--- src/rtl/peg_l2_pkg.sv ---
// peg_l2_pkg: shared constants and types for the L2 RX frame path
package peg_l2_pkg;
  localparam int RX_DATA_W        = 64;
  localparam int RX_ADDR_W        = 11;
  localparam int RX_LEN_W         = 9;
  localparam int RX_MIN_FRM_WORDS = 8;
  localparam int RX_MAX_FRM_WORDS = 190;
  typedef enum logic [2:0] {
    NONE      = 3'd0,
    NO_SPACE  = 3'd1,
    RUNT      = 3'd2,
    GIANT     = 3'd3,
    RX_ERR    = 3'd4,
    DESC_BUSY = 3'd5,
    TRUNC     = 3'd6
  } drop_reason_e;
  typedef enum logic [1:0] {
    ST_IDLE,
    ST_RECV,
    ST_DISCARD
  } rx_state_e;
endpackage

--- src/rtl/peg_l2_rx_desc_slot.sv ---
// peg_l2_rx_desc_slot: one-deep valid/ready descriptor register, reloadable while draining
module peg_l2_rx_desc_slot
  import peg_l2_pkg::*;
#(
  parameter int AW = RX_ADDR_W
) (
  input  logic                clk,
  input  logic                rst,
  input  logic                load,
  input  logic [AW-1:0]       ld_addr,
  input  logic [RX_LEN_W-1:0] ld_len,
  input  logic                ld_err,
  input  logic                out_ready,
  output logic                out_valid,
  output logic [AW-1:0]       out_addr,
  output logic [RX_LEN_W-1:0] out_len,
  output logic                out_err
);
  logic                valid_q, valid_d;
  logic [AW-1:0]       addr_q, addr_d;
  logic [RX_LEN_W-1:0] len_q, len_d;
  logic                err_q, err_d;
  always_comb begin
    valid_d = load | (valid_q & ~out_ready);
    addr_d  = load ? ld_addr : addr_q;
    len_d   = load ? ld_len : len_q;
    err_d   = load ? ld_err : err_q;
  end
  always_ff @(posedge clk) begin
    if (rst) begin
      valid_q <= 1'b0;
      addr_q  <= '0;
      len_q   <= '0;
      err_q   <= 1'b0;
    end else begin
      valid_q <= valid_d;
      addr_q  <= addr_d;
      len_q   <= len_d;
      err_q   <= err_d;
    end
  end
  assign out_valid = valid_q;
  assign out_addr  = addr_q;
  assign out_len   = len_q;
  assign out_err   = err_q;
endmodule

--- src/rtl/peg_l2_rx_frm_ctrl.sv ---
// peg_l2_rx_frm_ctrl: admits RS frames into the circular packet RAM, commits good ones, rolls back drops
module peg_l2_rx_frm_ctrl
  import peg_l2_pkg::*;
#(
  parameter int PKT_DATA_W    = RX_DATA_W,
  parameter int BUF_ADDR_W    = RX_ADDR_W,
  parameter int MIN_FRM_WORDS = RX_MIN_FRM_WORDS,
  parameter int MAX_FRM_WORDS = RX_MAX_FRM_WORDS
) (
  input  logic                  clk,
  input  logic                  rst,
  input  logic                  cfg_en,
  input  logic                  cfg_pass_bad,
  input  logic                  rs_valid,
  input  logic                  rs_sop,
  input  logic                  rs_eop,
  input  logic                  rs_error,
  input  logic [PKT_DATA_W-1:0] rs_data,
  input  logic [BUF_ADDR_W-1:0] buf_rd_ptr,
  output logic                  buf_wr_en,
  output logic [BUF_ADDR_W-1:0] buf_wr_addr,
  output logic [PKT_DATA_W-1:0] buf_wr_data,
  output logic                  desc_valid,
  input  logic                  desc_ready,
  output logic [BUF_ADDR_W-1:0] desc_addr,
  output logic [8:0]            desc_len,
  output logic                  desc_err,
  output logic                  drop_pulse,
  output logic [2:0]            drop_reason
);
  localparam logic [BUF_ADDR_W-1:0] ONE       = BUF_ADDR_W'(1);
  localparam logic [BUF_ADDR_W-1:0] MAX_FREE  = BUF_ADDR_W'(MAX_FRM_WORDS);
  localparam logic [8:0]            GIANT_CNT = 9'(MAX_FRM_WORDS + 1);
  localparam logic [8:0]            MIN_CNT   = 9'(MIN_FRM_WORDS);
  rx_state_e             state_q, state_d;
  logic [BUF_ADDR_W-1:0] commit_q, commit_d, wr_ptr_q, wr_ptr_d;
  logic [8:0]            cnt_q, cnt_d;
  logic                  err_q, err_d;
  logic                  wr_en_q, wr_en_d;
  logic [BUF_ADDR_W-1:0] wr_addr_q, wr_addr_d;
  logic [PKT_DATA_W-1:0] wr_data_q, wr_data_d;
  logic                  drop_q, drop_d;
  drop_reason_e          reason_q, reason_d;
  logic [BUF_ADDR_W-1:0] free, beat_addr;
  logic [8:0]            beat_cnt;
  logic                  beat_err, start, frame_beat, slot_busy, load;
  always_comb begin
    state_d    = state_q;
    commit_d   = commit_q;
    wr_ptr_d   = wr_ptr_q;
    cnt_d      = cnt_q;
    err_d      = err_q;
    wr_en_d    = 1'b0;
    wr_addr_d  = wr_addr_q;
    wr_data_d  = wr_data_q;
    drop_d     = 1'b0;
    reason_d   = NONE;
    load       = 1'b0;
    free       = buf_rd_ptr - commit_q - ONE;
    slot_busy  = desc_valid & ~desc_ready;
    start      = rs_valid & rs_sop & cfg_en & (state_q != ST_DISCARD);
    frame_beat = start | (rs_valid & ~rs_sop & (state_q == ST_RECV));
    beat_addr  = start ? commit_q : wr_ptr_q;
    beat_cnt   = start ? 9'd1 : (cnt_q == 9'h1ff ? cnt_q : cnt_q + 9'd1);
    beat_err   = rs_error | (~start & err_q);
    // a sop inside a frame truncates it; the new sop is then handled as if seen in IDLE
    if (rs_valid & rs_sop & (state_q == ST_RECV)) begin
      drop_d   = 1'b1;
      reason_d = TRUNC;
      wr_ptr_d = commit_q;
      state_d  = ST_IDLE;
    end
    if (rs_valid & rs_eop & (state_q == ST_DISCARD))
      state_d = ST_IDLE;
    if (start & (free < MAX_FREE)) begin
      drop_d = 1'b1;
      if (state_q == ST_IDLE)
        reason_d = NO_SPACE;
      state_d = rs_eop ? ST_IDLE : ST_DISCARD;
    end else if (frame_beat) begin
      if (beat_cnt == GIANT_CNT) begin
        drop_d   = 1'b1;
        reason_d = GIANT;
        wr_ptr_d = commit_q;
        state_d  = rs_eop ? ST_IDLE : ST_DISCARD;
      end else begin
        wr_en_d   = 1'b1;
        wr_addr_d = beat_addr;
        wr_data_d = rs_data;
        wr_ptr_d  = beat_addr + ONE;
        cnt_d     = beat_cnt;
        err_d     = beat_err;
        state_d   = ST_RECV;
        if (rs_eop) begin
          state_d  = ST_IDLE;
          wr_ptr_d = commit_q;
          drop_d   = 1'b1;
          if (beat_err & ~cfg_pass_bad)
            reason_d = RX_ERR;
          else if (beat_cnt < MIN_CNT)
            reason_d = RUNT;
          else if (slot_busy)
            reason_d = DESC_BUSY;
          else begin
            drop_d   = 1'b0;
            load     = 1'b1;
            commit_d = beat_addr + ONE;
            wr_ptr_d = beat_addr + ONE;
          end
        end
      end
    end
  end
  always_ff @(posedge clk) begin
    if (rst) begin
      state_q   <= ST_IDLE;
      commit_q  <= '0;
      wr_ptr_q  <= '0;
      cnt_q     <= '0;
      err_q     <= 1'b0;
      wr_en_q   <= 1'b0;
      wr_addr_q <= '0;
      wr_data_q <= '0;
      drop_q    <= 1'b0;
      reason_q  <= NONE;
    end else begin
      state_q   <= state_d;
      commit_q  <= commit_d;
      wr_ptr_q  <= wr_ptr_d;
      cnt_q     <= cnt_d;
      err_q     <= err_d;
      wr_en_q   <= wr_en_d;
      wr_addr_q <= wr_addr_d;
      wr_data_q <= wr_data_d;
      drop_q    <= drop_d;
      reason_q  <= reason_d;
    end
  end
  peg_l2_rx_desc_slot #(.AW(BUF_ADDR_W)) u_slot (
    .clk       (clk),
    .rst       (rst),
    .load      (load),
    .ld_addr   (commit_q),
    .ld_len    (beat_cnt),
    .ld_err    (beat_err),
    .out_ready (desc_ready),
    .out_valid (desc_valid),
    .out_addr  (desc_addr),
    .out_len   (desc_len),
    .out_err   (desc_err)
  );
  assign buf_wr_en   = wr_en_q;
  assign buf_wr_addr = wr_addr_q;
  assign buf_wr_data = wr_data_q;
  assign drop_pulse  = drop_q;
  assign drop_reason = reason_q;
endmodule
--- config.mk ---
export PLATFORM = sky130hd
export DESIGN_NAME = peg_l2_rx_frm_ctrl
export DESIGN_NICKNAME = d
export VERILOG_FILES = /design/src/rtl/peg_l2_pkg.sv /design/src/rtl/peg_l2_rx_desc_slot.sv /design/src/rtl/peg_l2_rx_frm_ctrl.sv
export SDC_FILE = /design/constraint.sdc
export NUM_CORES = 1
export LEC_CHECK = 0
export ABC_AREA = 1
export ABC_CLOCK_PERIOD_IN_PS = 3570
export CAP_MARGIN = 15
export CORE_UTILIZATION = 50
export DETAILED_ROUTE_END_ITERATION = 12
export PLACE_DENSITY_LB_ADDON = 0.05
export SLEW_MARGIN = 40
export SYNTH_ARGS = -nofsm -noshare
export SYNTH_HDL_FRONTEND = slang
export SYNTH_SLANG_ARGS = --single-unit
--- constraint.sdc ---
create_clock -name clk -period 3.57 [get_ports clk]
set_clock_uncertainty 0.2 [all_clocks]
set_input_delay 0.714 -clock clk [delete_from_list [all_inputs] [get_ports clk]]
set_output_delay 0.714 -clock clk [all_outputs]
set_load 0.005 [all_outputs]
==> run_results.csv <==
group,metric,value,unit
synthesis,synth_top_family_by_area,"simple AND/OR/NAND/NOR gates",
worst_setup_path,reg2reg_from,"commit_q[0]$_SDFFE_PP0P_",
layout,final_area,0.0102,sq mm
pwr,p_int,3.15,mW
die,die_h,123,microns
timing,drv_slew,0,
synthesis,syn_area_per_cell,6.40,sq um
global_routing,gr-total-overflow,0,
worst_setup_path,cp-start-kind,"input port",
worst_setup_path,crit_chain,"clkdlybuf4s50_1, inv_1, nor2_1, inv_1, fa_1, inv_1, nand3_1, nand2_1, nand2_1, nand2_1, xor2_1, inv_1, nand3_2, nand2_2, nor2_1, buf_4, nand2_1, nand2_1",
routing,wirelength,21600,microns
layout,most-common-layout-cells,"nand2_1 (295), nor2_1 (272), clkdlybuf4s50_1 (185)",
run_status,run_status,"completed",
timing,setup_viol,0,
synthesis,yosys.area_share.adder,2.16,%
clock_tree,cts_buffer_depth,2,
routing,wire_per_inst,14.1,microns
timing,worst_slew_pin_slew,0.533,ns
die,die_area,0.0151,sq mm
routing,detail-route-antenna-nets,0,
pwr,pwr-share-comb,16.6,%
clock_tree,clkTransAtPathRegs,0.05,ns
synthesis,synth.yosys.seq_area_share,37.3,%
worst_setup_path,crit_cells,18,
synthesis,synth_cell_types,34,
worst_setup_path,max_stage_delay,0.48,ns
clock_tree,htree_levels,4,
die,core-area,0.0140,sq mm
timing,finalSetupTns,0,ns
worst_setup_path,cp.buffers_inverters,6,
hold_path,hp-class,"flop to flop",
timing,fmax,308,MHz
clock_tree,cts_hold_buf,0,
worst_setup_path,worstReg2RegEnd,"drop_reason[2]$_SDFF_PP0_",
worst_setup_path,criticalPathCategory,"input port to flop",
synthesis,synth-xor-area-share,1.32,%
layout,layout.cells.non_filler,1531,
pwr,clkPwrFrac,44.5,%
worst_setup_path,arrival,3.41,ns
layout,diodes,0,
worst_setup_path,required,3.73,ns
synthesis,synth_nets,1235,
placement,gp_congestion,0.897,
synthesis,synthMuxAreaShare,0,%
job,drv_cap,0,
pwr,p_seq_share,38.9,%
placement,place_hpwl,15100,microns
pwr,finalPower,4.17,mW
die,fp-row-count,43,
timing,min_period_over_period,91.0,%
worst_setup_path,critPathCapture,"drop_reason[2]$_SDFF_PP0_",
worst_setup_path,cp-end-kind,"flop",
synthesis,netlist_area,0.00729,sq mm
pwr,p_per_area,407,mW/mm^2
synthesis,synth_warnings,0,
global_routing,grt_pass1_vias,7087,
clock_tree,cts_tree,"built",
layout,areaGrowthSynthToFinish,40.5,%
timing,rsz0062_at_grt,"no",
worst_setup_path,cp_common_cell,"nand2_1",
placement,dp_cells,1500,
global_routing,antenna_found_initial,0,
synthesis,netlist_instances,1139,
worst_setup_path,critical_path.top_delay_family,"simple AND/OR/NAND/NOR gates",
clock_tree,clock_sinks,136,
pwr,max-vdd-ir-drop,0.000341,V
pwr,p_leak,4.54,nW
routing,first_iter_violations,562,
worst_setup_path,crit_start,"buf_rd_ptr[0]",
placement,port_buffers,185,
routing,vias_per_cell,5.13,
synthesis,synth_compound_gate_area_share,5.73,%
worst_setup_path,rr_worst_depth,16,
routing,drt_first_pass_iters,6,
global_routing,grt_max_degree,58,
layout,final_common_cell,"nand2_1",
die,io_pins,186,
clock_tree,cts_setup_buffers,0,
layout,fin_util,73.0,%
global_routing,grt_pass1_wl,34600,microns
timing,period_minus_slack,3.25,ns
timing,slew_headroom,64.1,%
synthesis,yosys.area_share.simple,44.9,%
die,die_w,123,microns
pwr,p_sw,1.02,mW
clock_tree,clkLatencyLatePin,0.42,ns
clock_tree,cts_buffers,17,
worst_setup_path,reg2reg_slack,0.76,ns
hold_path,hold_path_depth,2,
worst_setup_path,cp_slowest_cell,"clkdlybuf4s50_1",
clock_tree,post_cts_resized,0,
worst_setup_path,cp_max_fo,6,
routing,vias,7852,
pwr,swShare,24.5,%
routing,drc,0,
die,start_util,51.9,%
synthesis,ys_seq_elements,136,
timing,hold_viol,0,
layout,final_layout_size_suffix_gt1_share,7.70,%
clock_tree,root_buffer,"clkbuf_16",
layout,nets,1435,
placement,dpl-instance-area,0.00963,sq mm
global_routing,track_usage,29.3,%
-- sequential cells by signal (all words and copies together), names as in the netlist --
register	cells
wr_ptr_q	11
u_slot.out_err	1
u_slot.out_addr	11
err_q	1
u_slot.out_valid	1
state_q	2
drop_pulse	1
commit_q	11
buf_wr_en	1
buf_wr_data	64
u_slot.out_len	9
buf_wr_addr	11
cnt_q	9
drop_reason	3
-- routing by layer --
metal  vias up  routed length (microns)  track usage, %
met2       317                     9770            46.7
met5         -                        0               0
met1      3506                     9710            39.1
met4         0                      463            9.53
li1       3991                        -               -
met3        38                     1670            6.27
-- worst register-to-register path, cell delays in order, from the launching register on --
cell,delay (ns)
dfxtp_1,0.34
nor2_1,0.15
inv_1,0.07
fa_1,0.40
inv_1,0.11
nand3_1,0.10
nand2_1,0.10
nand2_1,0.05
nand2_1,0.08
xor2_1,0.16
inv_1,0.08
nand3_2,0.17
nand2_2,0.11
nor2_1,0.30
buf_4,0.20
nand2_1,0.06
nand2_1,0.06
-- power by group through the flow --
stage / clock (mW) / combinational (mW) / sequential (mW)
3_3_place_gp: 0 / 0.676 / 1.65
3_5_place_dp: 0 / 0.685 / 1.66
6_report: 1.86 / 0.695 / 1.62
4_1_cts: 1.87 / 0.693 / 1.62
5_1_grt: 1.94 / 0.770 / 1.63
2_1_floorplan: 0 / 0.358 / 1.66
-- area by class of cell --
type | count | area [sq um]
multi-input cells | 856 | 3980
clock inverters | 8 | 144
well taps | 180 | 225
repair buffers | 242 | 2380
inverters | 86 | 324
clock buffers | 23 | 478
flip-flops and latches | 136 | 2720
fillers | 1171 | 3790
-- cell usage after synthesis --
cell	n	share of area [%]
and2_1	1	0.086
o21ai_0	29	2.0
clkinv_1	1	0.051
or2_2	1	0.086
buf_1	4	0.21
fa_1	1	0.27
clkbuf_1	34	1.8
a21oi_2	1	0.12
nand4_1	13	1.1
nor2_1	272	14
o21ai_2	1	0.12
buf_2	16	1.1
ha_1	11	1.9
nand2_2	4	0.34
nand3_4	1	0.24
nand2_1	295	15
nor3_1	3	0.21
o31ai_1	2	0.21
inv_2	2	0.10
nand3b_1	66	6.8
a21oi_1	44	3.0
xor2_1	6	0.72
o21ai_1	1	0.069
dfxtp_1	136	37
nor2_4	1	0.15
a21o_1	1	0.10
buf_4	1	0.10
o21bai_1	1	0.10
nor2_2	4	0.34
inv_1	83	4.3
xnor2_1	5	0.60
nand3_1	91	6.2
buf_6	6	0.93
nand3_2	1	0.14
-- cell families after synthesis --
| logic type | Yosys count |
|---|---|
| DFF | 136 |
| adders and majority gates | 12 |
| xor gates and xnor gates | 11 |
| buffers and inverters | 147 |
| and+or+nand+nor | 753 |
| AOI/OAI and AO/OA | 80 |
-- worst min-delay path by stage --
stage | start | endpoint | slack [ns]
3_5_place_dp | err_q$_SDFFE_PP0P_ | err_q$_SDFFE_PP0P_ | 0.27
5_1_grt | buf_wr_addr[10]$_SDFFE_PP0P_ | buf_wr_addr[10]$_SDFFE_PP0P_ | 0.29
3_3_place_gp | buf_wr_addr[10]$_SDFFE_PP0P_ | buf_wr_addr[10]$_SDFFE_PP0P_ | 0.26
2_1_floorplan | err_q$_SDFFE_PP0P_ | err_q$_SDFFE_PP0P_ | 0.24
4_1_cts | buf_wr_addr[10]$_SDFFE_PP0P_ | buf_wr_addr[10]$_SDFFE_PP0P_ | 0.28
6_report | buf_wr_addr[0]$_SDFFE_PP0P_ | buf_wr_addr[0]$_SDFFE_PP0P_ | 0.27
-- metrics by stage --
stage / setup WS [ns] / hold WS [ns]
after detailed placement: -0.0186 / 0.267
final: 0.320 / 0.273
after global routing: 0.166 / 0.288
after CTS: 0.394 / 0.278
after floorplan: 0.564 / 0.240
after global placement: 0.0592 / 0.258
No activity file was read; power rests on OpenSTA's default activity.
